## src/rtl/accum_divider.sv

```systemverilog
`default_nettype none
// ============================================================================
// Module   : accum_divider
// Brief    : Sequential unsigned divider; subtracts divisor once per clock
//            and counts subtractions to form the quotient.
// Revision : 1.0 - initial release
// ============================================================================
module accum_divider #(
    parameter int WIDTH = 4
) (
    input  logic             clk,
    input  logic             reset_b,
    input  logic             start,
    input  logic [WIDTH-1:0] dividend,
    input  logic [WIDTH-1:0] divisor,
    output logic             ready,
    output logic             done,
    output logic [WIDTH-1:0] quotient,
    output logic [WIDTH-1:0] remainder,
    output logic             div_by_zero
);

    typedef enum logic [1:0] {
        IDLE = 2'd0,
        SUB  = 2'd1,
        DONE = 2'd2
    } state_t;

    localparam logic [WIDTH-1:0] C_ALL_ONES = '1;
    localparam logic [WIDTH-1:0] C_ONE      = WIDTH'(1);

    state_t           r_state,     w_state_next;
    logic [WIDTH-1:0] r_quotient,  w_quotient_next;
    logic [WIDTH-1:0] r_remainder, w_remainder_next;
    logic [WIDTH-1:0] r_divisor,   w_divisor_next;
    logic             r_done,      w_done_next;
    logic             r_dbz,       w_dbz_next;

    always_ff @(posedge clk or negedge reset_b) begin
        if (!reset_b) begin
            r_state     <= IDLE;
            r_quotient  <= '0;
            r_remainder <= '0;
            r_divisor   <= '0;
            r_done      <= 1'b0;
            r_dbz       <= 1'b0;
        end else begin
            r_state     <= w_state_next;
            r_quotient  <= w_quotient_next;
            r_remainder <= w_remainder_next;
            r_divisor   <= w_divisor_next;
            r_done      <= w_done_next;
            r_dbz       <= w_dbz_next;
        end
    end

    // done is registered from the transition into DONE so it is high exactly
    // while the state register holds DONE.
    always_comb begin
        w_state_next     = r_state;
        w_quotient_next  = r_quotient;
        w_remainder_next = r_remainder;
        w_divisor_next   = r_divisor;
        w_done_next      = 1'b0;
        w_dbz_next       = r_dbz;
        case (r_state)
            IDLE: begin
                if (start) begin
                    w_remainder_next = dividend;
                    if (divisor == '0) begin
                        w_quotient_next = C_ALL_ONES;
                        w_dbz_next      = 1'b1;
                        w_done_next     = 1'b1;
                        w_state_next    = DONE;
                    end else begin
                        w_quotient_next = '0;
                        w_divisor_next  = divisor;
                        w_dbz_next      = 1'b0;
                        w_state_next    = SUB;
                    end
                end
            end
            SUB: begin
                if (r_remainder >= r_divisor) begin
                    w_remainder_next = r_remainder - r_divisor;
                    w_quotient_next  = r_quotient + C_ONE;
                end else begin
                    w_done_next  = 1'b1;
                    w_state_next = DONE;
                end
            end
            DONE: begin
                w_state_next = IDLE;
            end
            default: begin
                w_state_next = IDLE;
            end
        endcase
    end

    assign ready       = (r_state == IDLE);
    assign done        = r_done;
    assign quotient    = r_quotient;
    assign remainder   = r_remainder;
    assign div_by_zero = r_dbz;

endmodule
`default_nettype wire

```

## config.mk

```make
export PLATFORM = sky130hd
export DESIGN_NAME = accum_divider
export DESIGN_NICKNAME = d
export VERILOG_FILES = /design/src/rtl/accum_divider.sv
export SDC_FILE = /design/constraint.sdc
export NUM_CORES = 1
export LEC_CHECK = 0
export CAP_MARGIN = 20
export CORE_MARGIN = 1.5
export CORE_UTILIZATION = 35
export DETAILED_ROUTE_END_ITERATION = 8
export GPL_TIMING_DRIVEN = 0
export PLACE_DENSITY = 0.65
export REMOVE_ABC_BUFFERS = 1
export SYNTH_ARGS = -nofsm -noshare
export SYNTH_HDL_FRONTEND = slang
export SYNTH_SLANG_ARGS = --single-unit
export TNS_END_PERCENT = 100
```

## constraint.sdc

```tcl
create_clock -name clk -period 3.2 [get_ports clk]
set_clock_uncertainty 0.2 [all_clocks]
set_input_delay 0.32 -clock clk [delete_from_list [all_inputs] [get_ports clk]]
set_output_delay 0.32 -clock clk [all_outputs]
set_load 0.005 [all_outputs]
```

==> flow_summary.toml, run 1 <==
[yosys]
avgSynthCellArea_um2 = 11.2
synth_cells = 80
post-synth-top-count-cell = "dfrtp_1"
yosysWarnings = 0
ys.flop_type = "dfrtp_1"
yosysTopAreaCellShare_pct = 44.9
synth_seq_area_share_pct = 44.9
yosys.area.top_type = "dfrtp_1"
synth_common_cells = "16 x dfrtp_1, 8 x nor2_1, 6 x inv_1"
synth_area_um2 = 892
ys_types = 32
ys_top_cells_by_area = "dfrtp_1 45%, ha_1 7.0%, a221oi_1 3.9%"
ys_ff_latch = 16
async_flop_share_pct = 100
synth_edf_count = 0

[clock_tree]
hold_buffers = 0
cts.sinks = 16
clockRootBuffer = "clkbuf_4"
cts_setup_buffers = 0
clk_pin_slew_ns = 0.10
clk_path_buf_depth = 2
clk_latency_ns = 0.29
cts_resized = 0
cts_buffers = 3
cts_max_level = 1
tritoncts = "done"

[final_layout]
drive_gt1_share_pct = 10.5
diodes = 0
nNetsFinal = 123
area_delta_synth_final_pct = 31.8

[drt]
routedWlPerCell_um = 14.4
dr.pass1.iters = 5
drtIter0Drc = 19
vias = 719
vias_per_cell = 5.33
drcViolationCount = 0
ant_nets = 0
drt_wl_total_um = 1940

[run_status]
outcome = "finished, final reports clean"

[worst_setup_path]
crit_path_end_kind = "flip-flop"
crit_chain = "inv_1 > ha_1 > fa_1 > a21bo_2 > a211o_4 > nor2_4 > a2111o_1"
slowest_stage = "a2111o_1"
reg2reg_slack_ns = 0.90
critical_path.startpoint_type = "flip-flop"
max_stage_delay_ns = 0.43
worstSetupPathType = "reg2reg"
crit_required_ns = 3.18
crit_arrival_ns = 2.28
cp_max_fo = 7

[sta]
tightestPinTransition_ns = 0.717
final-hold-violation-count = 0
fmax_mhz = 434
max_slew_margin_pct = 52.1
period_minus_slack_ns = 2.30
rsz0062_at_grt = "false"
setup_violations = 0
fin_ws_ns = 0.897
timing.hold.ws_ns = 0.244
fin_crit_sh_pct = 72.0
tns_ns = 0
slew_violations = 0

[place]
io_buffers = 21
dp_hpwl_um = 1420
preCtsSetupSlack_ns = 0.907
place.gp.congestion = 0.720

[power]
powerDensity_nw_per_um2 = 1070
peakVddDrop_uv = 605
total_power_w = 0.00126
p_leak_nw = 0.542

[min_path]
hp-class = "in2async"

[floorplan]
die_h_um = 53.5
io_pins = 22
die_area_um2 = 2860
num_rows = 18
die_w_um = 53.5
initial_utilization_pct = 36.3
core-area_um2 = 2450

[global_route]
grt_pass1_vias = 674
grtUsageTotal_pct = 15.9
grt_pass1_wl_um = 3220
grt_overflow_total = 0
antenna_found_initial = 0
grt_max_degree = 17

[flow_run]
drv_cap = 0
sequential cells by signal, indices dropped and copies added, names as in the netlist:
register     count
done             1
div_by_zero      1
quotient         4
r_state          2
r_divisor        4
remainder        4
logic make-up (layout without fill, tap and decap cells):
group / after synthesis / after routing / share of synthesized area (%)
buffers and inverters: 6 / 31 / 2.52
flip-flops: 16 / 16 / 44.9
adder cells (fa/ha/maj): 6 / 6 / 9.26
XOR/XNOR: 2 / 2 / 1.96
AO/OA/AOI/OAI: 19 / 19 / 19.1
multiplexers: 1 / 1 / 1.26
AND/OR/NAND/NOR: 30 / 30 / 21.0
layer usage:
layer  part of all wire, %  wire (um)  GRT usage [%]  vias up
li1                      -          -              -      347
met1                    46        894           21.1      351
met2                    49        946           25.5       19
met3                   4.9         96           5.08        2
met4                  0.31          6           2.56        0
met5                     0          0              0        -
critical path, delay by kind of cell, from the launching register on:
family / cells / cell delay, ns
adder cells (fa/ha/maj): 2 / 0.62
AO/OA/AOI/OAI: 3 / 0.88
buffers and inverters: 1 / 0.05
flip-flops: 1 / 0.35
AND/OR/NAND/NOR: 1 / 0.07
through the flow:
| step | utilization (%) | instance area, um2 | cells |
|---|---|---|---|
| detailed placement | 46.4 | 1140 | 131 |
| global route | 47.9 | 1180 | 135 |
| CTS | 47.9 | 1180 | 135 |
| floorplan | - | 892 | 80 |
| finish | 47.9 | 1180 | 135 |
| global placement | 46.4 | 1140 | 131 |
placed cells by master (no fill, tap or decap), types with 3 or more instances in the layout:
cell type and count:
nand2_1 4, o21ai_0 3, nor2_1 8, nor3_1 3, ha_1 5, dfrtp_1 16, clkbuf_4 3, clkdlybuf4s50_1 21
a221oi_1 4, inv_1 6
area by class of cell:
cell class,count,area (um2)
tap,30,37.5
sequential,16,400
timing repair buffer,21,210
multi-input combinational,58,469
fill,229,1280
inverter,6,22.5
clock buffer,4,36.3
report_power, final:
group	leakage [nW]	internal, W	total (W)	switching, W
logic	0.325	0.000388	0.000751	0.000363
registers	0.196	0.000295	0.000368	0.0000736
clock network	0.0210	0.0000694	0.000137	0.0000673
total	0.542	0.000753	0.00126	0.000504
final timing paths:
check	startpoint	end	cells past startpoint
min in group clk	div_by_zero	div_by_zero	1
max in group asynchronous	reset_b	r_state[1]	1
min	reset_b	remainder[2]	1
max reg2reg	remainder[0]	quotient[2]	7
max	remainder[0]	quotient[2]	7
min reg2reg	div_by_zero	div_by_zero	1
Note: power is estimated with default switching activity, not from simulation.
==> run 2, diff against run 1 <==
PLACE_DENSITY = 0.67   (was 0.65)
clock period = 2.06 ns   (was 3.2 ns; I/O delays follow)
==> run 2 against run 1 <==
  * The flow now finishes with violations (setup timing)
  * Cell count increased by 5.2%
  * Utilization increased by 5.2 points
  * Maximum frequency up 8.6%
  * Register-to-register slack worse by 0.96 ns
  * Flip-flop and latch count unchanged
  * Critical endpoint is now quotient[0]
==> flow_summary.toml, run 2 (synthesis gave the netlist of run 1 again) <==
[run_status]
outcome = "finished with violations"
violations = "setup timing"

[drt]
vias_per_cell = 5.32
routedWlPerCell_um = 15.3
drcViolationCount = 0
vias = 756
drtIter0Drc = 10
drt_wl_total_um = 2180
dr.pass1.iters = 4
ant_nets = 0

[final_layout]
diodes = 0
seq_area_um2 = 400
utilization_pct = 53.2
multi_input_area_um2 = 548
fillers = 232
drive_gt1_share_pct = 26.8
layout_common_cells = "21 x clkdlybuf4s50_1, 16 x dfrtp_1, 8 x nor2_1, 7 x buf_4"
final_common_cell = "clkdlybuf4s50_1"
area_delta_synth_final_pct = 46.3
nNetsFinal = 131

[floorplan]
io_pins = 22
die_h_um = 53.5
core-area_um2 = 2450
die_area_um2 = 2860
initial_utilization_pct = 36.3
num_rows = 18
die_w_um = 53.5

[global_route]
grt_pass1_vias = 731
grt_overflow_total = 0
grt_max_degree = 17
grtUsageTotal_pct = 17.0
grt_pass1_wl_um = 3350
antenna_found_initial = 0

[worst_setup_path]
crit_arrival_ns = 2.11
crit_buf_inv = 2
crit_chain = "inv_2 > ha_4 > fa_2 > a21bo_4 > a211oi_4 > buf_4 > nor2_1 > a211o_1"
worstSetupPathType = "reg2reg"
critical_path.startpoint_type = "flip-flop"
crit_family = "compound AO/OA/AOI/OAI gates"
slowest_stage = "dfrtp_1"
crit_required_ns = 2.05
cp_max_fo = 4
max_stage_delay_ns = 0.40
crit_path_end_kind = "flip-flop"

[clock_tree]
tritoncts = "done"
hold_buffers = 0
cts.sinks = 16
cts_max_level = 1
clk_latency_ns = 0.29
clockRootBuffer = "clkbuf_4"
clk_path_buf_depth = 2
cts_buffers = 3
clk_pin_slew_ns = 0.09

[sta]
fin_crit_sh_pct = 103
rsz0062_at_grt = "true"
slew_violations = 0
period_minus_slack_ns = 2.12
fmax_mhz = 472
final-hold-violation-count = 0
max_slew_margin_pct = 49.7
tightestPinTransition_ns = 0.752
setup_violations = 6
timing.hold.ws_ns = 0.151
fin_ws_ns = -0.0603

[min_path]
hp-class = "in2async"

[power]
p_leak_nw = 0.582
peakVddDrop_uv = 879
powerDensity_nw_per_um2 = 1790

[place]
place.gp.congestion = 0.720
io_buffers = 21
dp_hpwl_um = 1430

[flow_run]
drv_cap = 0
==> run 2: worst paths after layout <==
| kind | startpoint | to | slack, ns | cells after the start |
|---|---|---|---|---|
| hold reg to reg | div_by_zero | div_by_zero | 0.29 | 1 |
| setup / recovery | remainder[0] | quotient[0] | -0.06 | 8 |
| min in group clk | div_by_zero | div_by_zero | 0.29 | 1 |
| setup reg to reg | remainder[0] | quotient[0] | -0.06 | 8 |
| max in group asynchronous | reset_b | quotient[1] | 1.04 | 1 |
| hold / removal | reset_b | remainder[2] | 0.15 | 1 |
==> run 2: metal layers <==
metal | part of all wire [%] | track usage [%]
met1 | 45 | 21.8
met2 | 49 | 27.0
met3 | 5.1 | 5.37
met4 | 0.83 | 5.13
met5 | 0 | 0
==> run 2: power by group <==
group          leakage, nW  internal [W]  switching, W  total, W
sequential           0.196      0.000458      0.000139  0.000597
clock               0.0138     0.0000681      0.000101  0.000170
combinational        0.372      0.000880      0.000690   0.00157
total                0.582       0.00141      0.000930   0.00234
==> run 2: area by class of cell <==
cell class                 count  share of cell area [%]
multi-input combinational     58                    42.0
sequential                    16                    30.7
timing repair buffer          29                    21.0
tap                           30                    2.88
clock buffer                   3                    1.73
inverter                       6                    1.73
==> run 2: metrics by stage <==
| step | cell area (um2) | TNS [ns] | setup slack [ns] | instances | power [W] |
|---|---|---|---|---|---|
| 3_3_place_gp | 1140 | -0.684 | -0.210 | 131 | 0.00171 |
| 6_report | 1310 | -0.174 | -0.0603 | 142 | 0.00234 |
| 2_1_floorplan | 892 | -0.225 | -0.113 | 80 | 0.00135 |
| 3_5_place_dp | 1140 | -0.819 | -0.233 | 131 | 0.00174 |
| 5_1_grt | 1310 | -0.669 | -0.140 | 142 | 0.00251 |
| 4_1_cts | 1230 | -0.392 | -0.0799 | 140 | 0.00211 |
==> run 2: timing repair <==
item,in CTS,in global routing
buffers inserted,6,2
gates resized for setup,6,9
setup endpoints to repair,7,8
pin swaps,8,6
==> run 2: worst reg2reg max path, stage by stage, from the launching register on <==
cell and delay (ns):
dfrtp_1 0.40, inv_2 0.08, ha_4 0.14, fa_2 0.20, a21bo_4 0.25, a211oi_4 0.32, buf_4 0.18, nor2_1 0.03
a211o_1 0.22
==> run 3, diff against run 2 <==
SLEW_MARGIN = 20   (was not set)
==> results of run 3 <==
Final layout, timing and power as in run 2 (identical DEF).
